$ cat src/rtl/pipe_stall_ctrl_pkg.sv
// Shared types for the decode-stage stall controller: FSM states and the
// kind of control transfer being resolved.
package pipe_stall_ctrl_pkg;

  typedef enum logic [1:0] {
    RUN    = 2'd0,
    DSTALL = 2'd1,
    CWAIT  = 2'd2,
    CLEAR  = 2'd3
  } state_e;

  typedef enum logic [1:0] {
    NONE   = 2'd0,
    CALL   = 2'd1,
    RET    = 2'd2,
    BRANCH = 2'd3
  } ctl_type_e;

  localparam int unsigned WAIT_W = 8;

  // A decode slot can flag several kinds at once; call wins, then ret, then branch.
  function automatic ctl_type_e pick_type(input logic call, input logic ret, input logic branch);
    if (call)        return CALL;
    else if (ret)    return RET;
    else if (branch) return BRANCH;
    else             return NONE;
  endfunction

endpackage

$ cat src/rtl/pipe_stall_ctrl_sat_counter.sv
// Width-parameterised saturating up-counter; holds at all-ones instead of wrapping.
// Async active-low reset to zero.
module sat_counter #(
  parameter int unsigned W = 16
) (
  input  logic         clk_i,
  input  logic         rst_ni,
  input  logic         inc_i,
  output logic [W-1:0] cnt_o
);

  logic [W-1:0] cnt_q, cnt_d;

  always_comb begin
    cnt_d = cnt_q;
    if (inc_i && (cnt_q != {W{1'b1}})) begin
      cnt_d = cnt_q + 1'b1;
    end
  end

  always_ff @(posedge clk_i or negedge rst_ni) begin
    if (!rst_ni) begin
      cnt_q <= '0;
    end else begin
      cnt_q <= cnt_d;
    end
  end

  assign cnt_o = cnt_q;

endmodule

$ cat src/rtl/pipe_stall_ctrl.sv
// Turns hazard-detector outputs into PC/IF-ID/ID-EX stall, bubble, flush and
// redirect controls, and sequences control-hazard clears back to the detector.
module pipe_stall_ctrl
  import pipe_stall_ctrl_pkg::*;
#(
  parameter int unsigned MAX_CWAIT = 8,
  parameter int unsigned CNT_W     = 16
) (
  input  logic             clk,
  input  logic             rst,
  input  logic             data_hazard,
  input  logic             control_hazard,
  input  logic             call,
  input  logic             ret,
  input  logic             branch,
  input  logic             resolve,
  input  logic             taken,
  output logic             pc_stall,
  output logic             if_id_stall,
  output logic             if_id_flush,
  output logic             id_ex_bubble,
  output logic             pc_redirect,
  output logic             clr_call_haz,
  output logic             clr_ret_haz,
  output logic             clr_branch_haz,
  output logic             timeout_err,
  output logic [CNT_W-1:0] stall_cycles
);

  localparam logic [WAIT_W-1:0] WAIT_LAST = WAIT_W'(MAX_CWAIT - 1);

  state_e            state_q, state_d;
  ctl_type_e         type_q, type_d;
  logic [WAIT_W-1:0] wait_cnt_q, wait_cnt_d;
  logic              holdoff_q, holdoff_d;
  logic              taken_q, taken_d;
  logic              timeout_q, timeout_d;
  logic              ctl_go;

  logic pc_stall_c, if_id_stall_c, if_id_flush_c, id_ex_bubble_c;
  logic pc_redirect_c, clr_call_c, clr_ret_c, clr_branch_c;

  // The detector keeps control_hazard high for a cycle after our clear; holdoff masks it.
  assign ctl_go = control_hazard && !holdoff_q;

  always_comb begin
    state_d    = state_q;
    type_d     = type_q;
    wait_cnt_d = wait_cnt_q;
    taken_d    = taken_q;
    timeout_d  = timeout_q;
    holdoff_d  = 1'b0;
    unique case (state_q)
      RUN: begin
        if (ctl_go) begin
          state_d    = CWAIT;
          type_d     = pick_type(call, ret, branch);
          wait_cnt_d = '0;
        end else if (data_hazard) begin
          state_d = DSTALL;
        end
      end
      DSTALL: begin
        if (control_hazard) begin
          state_d    = CWAIT;
          type_d     = pick_type(call, ret, branch);
          wait_cnt_d = '0;
        end else if (!data_hazard) begin
          state_d = RUN;
        end
      end
      CWAIT: begin
        wait_cnt_d = wait_cnt_q + 1'b1;
        if (resolve) begin
          state_d = CLEAR;
          taken_d = taken;
        end else if (wait_cnt_q == WAIT_LAST) begin
          state_d   = CLEAR;
          taken_d   = 1'b0;
          timeout_d = 1'b1;
        end
      end
      CLEAR: begin
        state_d   = RUN;
        holdoff_d = 1'b1;
      end
      default: state_d = RUN;
    endcase
  end

  always_ff @(posedge clk or negedge rst) begin
    if (!rst) begin
      state_q    <= RUN;
      type_q     <= NONE;
      wait_cnt_q <= '0;
      holdoff_q  <= 1'b0;
      taken_q    <= 1'b0;
      timeout_q  <= 1'b0;
    end else begin
      state_q    <= state_d;
      type_q     <= type_d;
      wait_cnt_q <= wait_cnt_d;
      holdoff_q  <= holdoff_d;
      taken_q    <= taken_d;
      timeout_q  <= timeout_d;
    end
  end

  always_comb begin
    pc_stall_c     = 1'b0;
    if_id_stall_c  = 1'b0;
    if_id_flush_c  = 1'b0;
    id_ex_bubble_c = 1'b0;
    pc_redirect_c  = 1'b0;
    clr_call_c     = 1'b0;
    clr_ret_c      = 1'b0;
    clr_branch_c   = 1'b0;
    unique case (state_q)
      RUN: begin
        pc_stall_c     = !ctl_go && data_hazard;
        if_id_stall_c  = !ctl_go && data_hazard;
        id_ex_bubble_c = !ctl_go && data_hazard;
      end
      DSTALL: begin
        pc_stall_c     = data_hazard;
        if_id_stall_c  = data_hazard;
        id_ex_bubble_c = data_hazard;
      end
      CWAIT: begin
        pc_stall_c    = 1'b1;
        if_id_flush_c = 1'b1;
      end
      CLEAR: begin
        pc_stall_c = 1'b1;
        unique case (type_q)
          CALL:    begin clr_call_c   = 1'b1; pc_redirect_c = 1'b1;    end
          RET:     begin clr_ret_c    = 1'b1; pc_redirect_c = 1'b1;    end
          BRANCH:  begin clr_branch_c = 1'b1; pc_redirect_c = taken_q; end
          default: begin
            clr_call_c   = 1'b1;
            clr_ret_c    = 1'b1;
            clr_branch_c = 1'b1;
          end
        endcase
      end
      default: ;
    endcase
  end

  // Gating with rst forces every control low for the whole reset window, not just after an edge.
  assign pc_stall       = rst & pc_stall_c;
  assign if_id_stall    = rst & if_id_stall_c;
  assign if_id_flush    = rst & if_id_flush_c;
  assign id_ex_bubble   = rst & id_ex_bubble_c;
  assign pc_redirect    = rst & pc_redirect_c;
  assign clr_call_haz   = rst & clr_call_c;
  assign clr_ret_haz    = rst & clr_ret_c;
  assign clr_branch_haz = rst & clr_branch_c;
  assign timeout_err    = timeout_q;

  sat_counter #(
    .W(CNT_W)
  ) u_stall_cnt (
    .clk_i  (clk),
    .rst_ni (rst),
    .inc_i  (pc_stall),
    .cnt_o  (stall_cycles)
  );

endmodule

$ cat config.mk
export PLATFORM = sky130hd
export DESIGN_NAME = pipe_stall_ctrl
export DESIGN_NICKNAME = d
export VERILOG_FILES = /design/src/rtl/pipe_stall_ctrl_pkg.sv /design/src/rtl/pipe_stall_ctrl_sat_counter.sv /design/src/rtl/pipe_stall_ctrl.sv
export SDC_FILE = /design/constraint.sdc
export NUM_CORES = 1
export LEC_CHECK = 0
export CELL_PAD_IN_SITES_DETAIL_PLACEMENT = 1
export CELL_PAD_IN_SITES_GLOBAL_PLACEMENT = 1
export CORE_MARGIN = 5
export CORE_UTILIZATION = 41
export DETAILED_ROUTE_END_ITERATION = 8
export GPL_TIMING_DRIVEN = 0
export MAX_ROUTING_LAYER = met4
export PLACE_DENSITY = 0.88
export SKIP_LAST_GASP = 1
export SLEW_MARGIN = 20
export SYNTH_ARGS = -nofsm -noshare
export SYNTH_HDL_FRONTEND = slang
export SYNTH_SLANG_ARGS = --single-unit
$ cat constraint.sdc
create_clock -name clk -period 4.58 [get_ports clk]
set_clock_uncertainty 0.1 [all_clocks]
set_input_delay 0.916 -clock clk [delete_from_list [all_inputs] [get_ports clk]]
set_output_delay 0.916 -clock clk [all_outputs]
set_load 0.05 [all_outputs]
## Word level (Yosys, flattened, before mapping)

Cells that the tools add are included.

| word-level totals | value |
|---|---|
| register bits after elaboration | 31 |

| cells by class | value |
|---|---|
| add/sub/neg operators | 2 |
| equal/unequal tests | 13 |
| mux-type cells | 30 |
| bitwise operators | 8 |
| reduce and logical (&&, ||, !) cells | 18 |

Operators with widths:

| operator | number |
|---|---|
| $pmux W8 S3 | 1 |
| $mux W2 | 11 |
| $add A16 B1 Y16 const B | 1 |
| $mux W8 | 2 |
| $ne A16 B16 Y1 const B | 1 |
| $reduce_and A3 Y1 | 4 |
| $mux W1 | 11 |
| $ne A3 B3 Y1 const B | 3 |
| $add A8 B1 Y8 const B | 1 |
| $eq A2 B2 Y1 const B | 4 |
| $eq A8 B3 Y1 const B | 1 |
| $pmux W2 S4 | 1 |
| $reduce_or A2 Y1 | 4 |
| $and A1 B1 Y1 | 7 |
| $eq A2 B1 Y1 const B | 2 |
| $ne A2 B2 Y1 const B | 2 |
| $pmux W1 S2 | 2 |
| $pmux W2 S2 | 1 |
| $reduce_bool A2 Y1 | 2 |
| $logic_and A1 B1 Y1 | 3 |
| $pmux W1 S3 | 1 |
| $reduce_bool A3 Y1 | 1 |
| $logic_not A1 Y1 | 2 |
| $logic_not A2 Y1 | 1 |
| other kinds (2) | 2 |

## Longest topological paths before layout

Gate-level depths: netlist of the first run.

| logic depth | value |
|---|---|
| depth after elaboration | 7 |
| gate-level depth with buffers | 9 |
| mapped depth without buffers | 7 |

## Cells and area by module

From an unflattened synthesis of the first run, not the netlist that was laid out.

| second synthesis, totals | value |
|---|---|
| cell total of the unflattened synthesis | 185 |
| area, all modules | 1924.3 µm² |

Modules (own cells, without submodules):

| module | times used | cells each | area an instance (µm²) |
|---|---|---|---|
| pipe_stall_ctrl | 1 | 113 | 1064.8 |
| sat_counter | 1 | 72 | 859.6 |

## Worst setup path before layout of the first run

OpenSTA, ideal clock, no wires.

| path | value |
|---|---|
| kind | input port to output port |
| from | input control_hazard |
| to | output if_id_stall |
| arrival time | 2627 ps |
| required time | 3564 ps |
| path slack | 937 ps |
| stages on the path | 4 |
| cell sequence | nand2b_1 > nand2_1 > a21boi_0 > buf_4 |

| on the way | value |
|---|---|
| word-level cells in the longest chain between the ends | 5 |

Ends and longest elaborated chain:

| item | line | RTL |
|---|---|---|
| start, declared | pipe_stall_ctrl.sv:12 | `input logic control_hazard,` |
| $logic_and A1 B1 Y1 | pipe_stall_ctrl.sv:44 | `assign ctl_go = control_hazard && !holdoff_q;` |
| $logic_not A1 Y1 | n/a |  |
| $logic_and A1 B1 Y1 | n/a |  |
| $pmux W1 S2 | n/a |  |
| $and A1 B1 Y1 | n/a |  |
| end, declared | pipe_stall_ctrl.sv:19 | `output logic if_id_stall,` |

Every way passes these cells.

## Final worst setup path of the first run

| path | value |
|---|---|
| from | input data_hazard |
| to | output if_id_stall |

| on the way | value |
|---|---|
| word-level cells in the longest chain between the ends | 3 |

Ends and longest elaborated chain:

| item | line | RTL |
|---|---|---|
| start, declared | pipe_stall_ctrl.sv:11 | `input logic data_hazard,` |
| $logic_and A1 B1 Y1 | pipe_stall_ctrl.sv:121 | `if_id_stall_c = !ctl_go && data_hazard;` |
| $pmux W1 S2 * | pipe_stall_ctrl.sv:118 | `unique case (state_q)` |
| $and A1 B1 Y1 * | pipe_stall_ctrl.sv:152 | `assign if_id_stall = rst & if_id_stall_c;` |

Every way passes the cells marked *; elsewhere a longest branch is shown, timed or not.

==> impl_results.md, run 1 <==
* Result of the run: completed
* Critical path fanouts, max at 4
* Number of detailed-route iterations in the first pass at 4
* Clock insertion delay at the later pin of the skew report at 0.29 ns
* Clock Pin Slew Worst Setup and Hold Paths at around 0.07 ns
* Number of antenna violations at the first check in global routing at 0
* Pwr/cell area at about 530 nW/um^2
* Clock Path Buffers at 2
* Most used standard cells in the synthesized netlist: sky130_fd_sc_hd__dfrtp_1, sky130_fd_sc_hd__nand2_1, sky130_fd_sc_hd__nand3_1
* Initial standard-cell utilization of the core at 41.8%
* Ranking of synthesized cells by area: sky130_fd_sc_hd__dfrtp_1, sky130_fd_sc_hd__ha_1, sky130_fd_sc_hd__nand2_1, sky130_fd_sc_hd__xor2_1, sky130_fd_sc_hd__nand3_1
* Post-route total power at 1230 uW
* Final weighted congestion of routability-driven global placement at 0.792
* Final-report max-slew violation count at 0
* Number of cells in the design after placement at 271
* Standard-cell rows at 24
* Share of synthesized registers carrying an async set or reset at 100%
* Number of CTS-inserted buffers at 5
* Most numerous cell in the Yosys netlist: sky130_fd_sc_hd__dfrtp_1
* Number of gates given a new drive strength after cts at 0
* Routed WL per cell at around 16 um
* Final net count at 245
* Type of the worst setup path: input pin to output port
* Boundary pin count at 34
* Die outline width at 76.1 um
* Min-Delay Path Class: flop to flop
* Most used flip-flop cell after synthesis: sky130_fd_sc_hd__dfrtp_1
* Vertical die dimension at around 76 um
* Number of nets with antenna violations after detailed routing at 0
* Synth Net Count at approximately 200
* CTS Hold Buffers Added at 0
* Number of global-route vias before repair at 1,740
* Detail-routed via count per cell at about 5.5
* Area of the mapped netlist at 1790 sq um
* Sequential element share of the synthesized area at a little over two fifths
* Maximum number of pins on one net before global-route repair at 25
* Final setup violation count at 0
* Overall die area at 5800 sq um
* Biggest area consumer among synthesized cells: sky130_fd_sc_hd__dfrtp_1
* Combined global-route utilization of all metal layers at between 10% and 20%
* #FFs+latches synth at 31
* Antenna cells at 0
* Endpoint class of the critical path: output port
* Port buffer count at 33
* Syn Area/Cell at 9.69 sq um
* Critical path required time at between 3 and 4 ns
* H-Tree Level Count at 2
* Routed vias at 1,543
* Finished Layout Cells at 279
* Area grow syn2layout at 28.9%
* IR Drop Worst-Case VDD at 0.292 mV
* Core Footprint at 4290 sq um
* Fin crit period at roughly 3.9 ns
* Proportion of layout cells with a drive suffix above 1 at between 10% and 20%
* CTS sink count at 31
* Post-detailed-route DRC marker count at 0
* Maximum clock frequency at about 260 MHz
* Static leakage at 0.00103 uW
* Wire length of the first global-routing pass at 8110 um
* Cell count after synthesis at around 190
* Number of max-cap violations at 0
* Crit path launch type: input pin
* Tightest Pin Transition at 0.515 ns
* Max-Slew Margin vs Limit at 65.3%
* Master cell of the clock root buffer: sky130_fd_sc_hd__clkbuf_8
* Top-area cell type share of the netlist area at a little over two fifths
* Cell variety after synth at 48
* Post-CTS Setup Bufs at 0
* Detailed router's first-iteration violation count at 64
* Arrival time worst endpoint at 2.90 ns
* YS warnings at 0
* Setup repair after global routing missed its margin: no
* Post-synth EDFFs at 0
* Dpl hpwl at 3260 um
* Sum of routed wire length over all layers at 4510 um
* Number of hold violations in the final report at 0
* GRT Residual Overflow at 0
* Portion of the clock cycle consumed by the worst path in the final layout at 85.6%
* CTS tree: built
## area by class of cell
class | instances | area [sq um]
Fill cell | 487 | 1980
Clock buffer | 8 | 100
Buffer | 6 | 38.8
Timing Repair Buffer | 34 | 353
Sequential cell | 31 | 776
Multi-Input combinational cell | 139 | 945
Tap cell | 52 | 65.1
Inverter | 9 | 33.8
## through the flow
stage	setup TNS (ns)	area [sq um]	worst slack (ns)	hold slack, ns	utilization [%]
floorplan	0	1790	0.937	0.364	-
global placement	-2.18	2190	-0.461	0.352	51.0
detailed placement	0	2210	0.645	0.368	51.5
CTS	0	2310	0.642	0.383	53.8
global route	0	2310	0.555	0.392	53.8
finish	0	2310	0.660	0.378	53.8
## where the power goes
group          switching (uW)  total (uW)  internal, uW
logic                     380         598           218
clock network             107         244           137
registers                59.2         391           332
total                     547        1230           687
## sequential cells by signal, summed over array words and instances, names as in the netlist
name and count:
u_stall_cnt.cnt_o 16, wait_cnt_q 8, state_q 2, type_q 2, holdoff_q 1, taken_q 1
timeout_err 1
## per-layer routing
| metal | vias up | track usage (%) | part of all wire (%) |
|---|---|---|---|
| met5 | - | - | 0 |
| met4 | 0 | 5.77 | 1.8 |
| met3 | 7 | 4.49 | 4.1 |
| met2 | 34 | 29.0 | 49 |
| met1 | 768 | 20.5 | 45 |
| li1 | 734 | - | - |
## worst max-delay path, stage by stage
cell and delay, ns:
sky130_fd_sc_hd__clkdlybuf4s50_1 0.53, sky130_fd_sc_hd__and2_1 0.16, sky130_fd_sc_hd__a21boi_0 0.33, sky130_fd_sc_hd__buf_4 0.17
sky130_fd_sc_hd__clkdlybuf4s50_1 0.79
## cells in the final DEF, fill, tap and decap left out, drive strengths merged
cell type	Yosys	routed
clkdlybuf4s50	0	32
dfrtp	31	31
nand2	21	21
nand3	12	12
nor2	12	12
ha	10	10
clkbuf	2	10
inv	9	9
nor3	9	9
o21ai	9	9
xor2	8	8
buf	4	6
nor2b	5	5
nand4	4	4
xnor2	4	4
or3	4	4
and2	3	3
nand2b	3	3
a21oi	3	3
mux2	3	3
nand3b	3	3
nor4	3	3
a211o	2	2
and3	2	2
or4b	2	2
a31oi	2	2
o31ai	2	2
a32o	2	2
a21boi	2	2
or4	1	1
a31o	1	1
and4	1	1
a221o	1	1
nor3b	1	1
mux2i	1	1
a22o	1	1
nor4bb	1	1
o221ai	1	1
## kinds of logic after synthesis
kind of cell,Yosys count,synth area share (%)
buffers and inverters,15,4.05
flip-flops,31,43.3
AND/OR/NAND/NOR,87,27.1
adder cells (fa/ha/maj),10,6.98
AO/OA/AOI/OAI,26,10.3
multiplexers,4,2.44
XOR/XNOR,12,5.86
## worst paths after layout
| check | start | to | slack [ns] | cells after the start |
|---|---|---|---|---|
| setup / recovery | data_hazard | if_id_stall | 0.66 | 5 |
| hold / removal | timeout_err$_DFFE_PN0P_ | timeout_err$_DFFE_PN0P_ | 0.38 | 1 |
| setup reg to reg | u_stall_cnt.cnt_o[0]$_DFFE_PN0P_ | u_stall_cnt.cnt_o[1]$_DFFE_PN0P_ | 2.45 | 6 |
| hold reg to reg | timeout_err$_DFFE_PN0P_ | timeout_err$_DFFE_PN0P_ | 0.38 | 1 |
| max in group asynchronous | rst | u_stall_cnt.cnt_o[11]$_DFFE_PN0P_ | 3.53 | 2 |
| min in group asynchronous | rst | holdoff_q$_DFF_PN0_ | 0.43 | 1 |
No activity file was read; power rests on OpenSTA's default activity.
==> run 2: changes to the inputs <==
CORE_MARGIN = unset   (was 5)
SETUP_SLACK_MARGIN = 0.2   (was unset)
==> impl_results.md, run 2 (same netlist as run 1, synthesis figures left out) <==
* Commonest non-fill, non-tap cell in the layout: sky130_fd_sc_hd__clkdlybuf4s50_1
* Net switching power figure at 540 uW (-1.1%)
* Detail-routed via count per cell at 5.49 (-0.65%)
* Number of max-cap violations at 0 (unchanged)
* Number of CTS-inserted buffers at 5 (unchanged)
* Hold Path Sink: timeout_err$_DFFE_PN0P_
* Clock insertion delay at the later pin of the skew report at 0.30 ns (about the same)
* Reg-to-reg setup timing slack at 2.39 ns (-0.06 ns)
* Min-Delay Path Class: flop to flop
* GRT Residual Overflow at 0 (unchanged)
* Routed vias at 1,511 (-2.1%)
* Clock power share at 17.0% (-2.8 points)
* Worst reg-to-reg path cell count at 7 (+1)
* Die outline width at 68.1 um (-11%)
* Result of the run: completed
* Setup repair after global routing missed its margin: no
* Number of global-route vias before repair at 1,572 (-9.7%)
* Post-detailed-route DRC marker count at 0 (unchanged)
* Core Footprint at 4090 sq um (-4.8%)
* Min-delay src: timeout_err$_DFFE_PN0P_
* Area grow syn2layout at 27.2%
* Antenna cells at 0 (unchanged)
* Switching part of the total at 45.4% (+1.1 points)
* Arrival time worst endpoint at 2.93 ns (+0.03 ns)
* Combined global-route utilization of all metal layers at 22.0% (+4.6 points)
* Slowest stage delay, CP at 0.78 ns (about the same)
* Routed WL per cell at 15.6 um (-3.6%)
* CTS sink count at 31 (unchanged)
* Series of cell instances along the critical path: clkdlybuf4s50_1 > and2_1 > a21boi_0 > buf_4 > clkdlybuf4s50_1
* Highest-count cells in the layout ignoring fill and taps: sky130_fd_sc_hd__clkdlybuf4s50_1, sky130_fd_sc_hd__dfrtp_1, sky130_fd_sc_hd__nand2_1
* Endpoint class of the critical path: output port
* Int Power at 650 uW (-5.3%)
* Initial standard-cell utilization of the core at 43.9% (+2.1 points)
* Count of cells along the worst hold path at 1 (unchanged)
* Sum of routed wire length over all layers at 4280 um (-4.9%)
* Post-place setup slack at 0.638 ns (-0.00677 ns)
* Vertical die dimension at 68.1 um (-11%)
* Detailed router's first-iteration violation count at 54 (-16%)
* Pwr/cell area at 522 nW/um^2 (-2.2%)
* Master cell of the clock root buffer: sky130_fd_sc_hd__clkbuf_8
* Worst Setup Slack, final at 0.637 ns (-0.0223 ns)
* Final net count at 245 (unchanged)
* Boundary pin count at 34 (unchanged)
* H-Tree Level Count at 2 (unchanged)
* Origin of the critical flop-to-flop path: state_q[1]$_DFFE_PN0P_
* Port buffer count at 33 (unchanged)
* Number of nets with antenna violations after detailed routing at 0 (unchanged)
* Final-layout worst hold slack at 0.368 ns (-0.0101 ns)
* Number of gates given a new drive strength after cts at 0 (unchanged)
* Maximum number of pins on one net before global-route repair at 24 (-4.0%)
* Worst path slowest cell: sky130_fd_sc_hd__clkdlybuf4s50_1
* Final-report max-slew violation count at 0 (unchanged)
* Max-Slew Margin vs Limit at 54.0% (-11 points)
* Critical path required time at 3.56 ns (about the same)
* Clock Path Buffers at 2 (unchanged)
* Type of the worst setup path: input pin to output port
* Number of hold violations in the final report at 0 (unchanged)
* Dpl hpwl at 3220 um (-1.0%)
* Fin crit period at 3.94 ns (+0.0223 ns)
* Portion of the clock cycle consumed by the worst path in the final layout at 86.1% (+0.49 points)
* Crit path launch type: input pin
* Flip-flop count of the largest register, all copies and words added at 16 (unchanged)
* Sequential fraction of design power at 33.0% (+1.3 points)
* IR Drop Worst-Case VDD at 0.388 mV (+33%)
* Final weighted congestion of routability-driven global placement at 0.781 (-1.4%)
* Clock Pin Slew Worst Setup and Hold Paths at 0.07 ns (about the same)
* Proportion of layout cells with a drive suffix above 1 at 9.78% (-0.79 points)
* Final setup violation count at 0 (unchanged)
* CTS tree: built
* Standard-cell rows at 23 (-4.2%)
* Final Util at 55.8% (+2.0 points)
* Setup TNS at 0 ns (unchanged)
* Maximum clock frequency at 254 MHz (-0.56%)
* Static leakage at 0.00102 uW (-1.4%)
* Number of detailed-route iterations in the first pass at 4 (unchanged)
* Critical path fanouts, max at 4 (unchanged)
* Combinational share of power at 50.1% (+1.6 points)
* Number of antenna violations at the first check in global routing at 0 (unchanged)
* Overall die area at 4640 sq um (-20%)
* Most frequent cell on the critical path: sky130_fd_sc_hd__clkdlybuf4s50_1
* Post-CTS Setup Bufs at 0 (unchanged)
* Tightest Pin Transition at 0.682 ns (+0.167 ns)
* CTS Hold Buffers Added at 0 (unchanged)
* Wire length of the first global-routing pass at 7170 um (-12%)
* Endpoint of the lowest-slack register-to-register path: state_q[1]$_DFFE_PN0P_
-- run 2: cell count changes in the layout (fill, tap and decap cells not counted), sizes merged --
cell	change
clkbuf	-2
-- run 2: worst max-delay path, delay by kind of cell --
family | cells | cell delay, ns
AO/OA/AOI/OAI | 1 | 0.32
buffers and inverters | 3 | 1.52
AND/OR/NAND/NOR | 1 | 0.17
-- run 2: power by group through the flow --
stage                     combinational [uW]  sequential (uW)  clock [uW]
after detailed placement                 594              398           0
after global routing                     654              402         217
after floorplan                          340              466           0
after global placement                   575              394           0
final                                    596              392         202
after CTS                                601              394         208
-- run 2: how the worst max path moves through the flow --
stage,from,slack (ns),cells past startpoint,endpoint
2_1_floorplan,control_hazard,0.94,4,if_id_stall
3_3_place_gp,rst,-0.45,5,if_id_stall
3_5_place_dp,data_hazard,0.64,5,if_id_stall
4_1_cts,data_hazard,0.63,5,if_id_stall
5_1_grt,rst,0.53,6,if_id_stall
6_report,data_hazard,0.64,5,if_id_stall
-- run 2: area by class of cell --
cell class,count,area [sq um]
Fill cell,476,1810
Multi-Input combinational cell,139,945
Sequential cell,31,776
Timing Repair Buffer,34,353
Clock buffer,6,72.6
Tap cell,50,62.6
Buffer,6,38.8
Inverter,9,33.8
-- run 2: routing by layer --
metal,GRT usage (%),part of all wire [%]
met5,-,0
met4,6.25,1.4
met3,6.50,4.4
met2,36.6,49
met1,25.6,46
-- run 2: stage by stage --
step | power (uW) | cells | instance area, sq um
final | 1190 | 275 | 2280
after CTS | 1200 | 275 | 2280
after floorplan | 807 | 185 | 1790
after global placement | 968 | 268 | 2190
after global routing | 1270 | 275 | 2280
after detailed placement | 992 | 269 | 2210
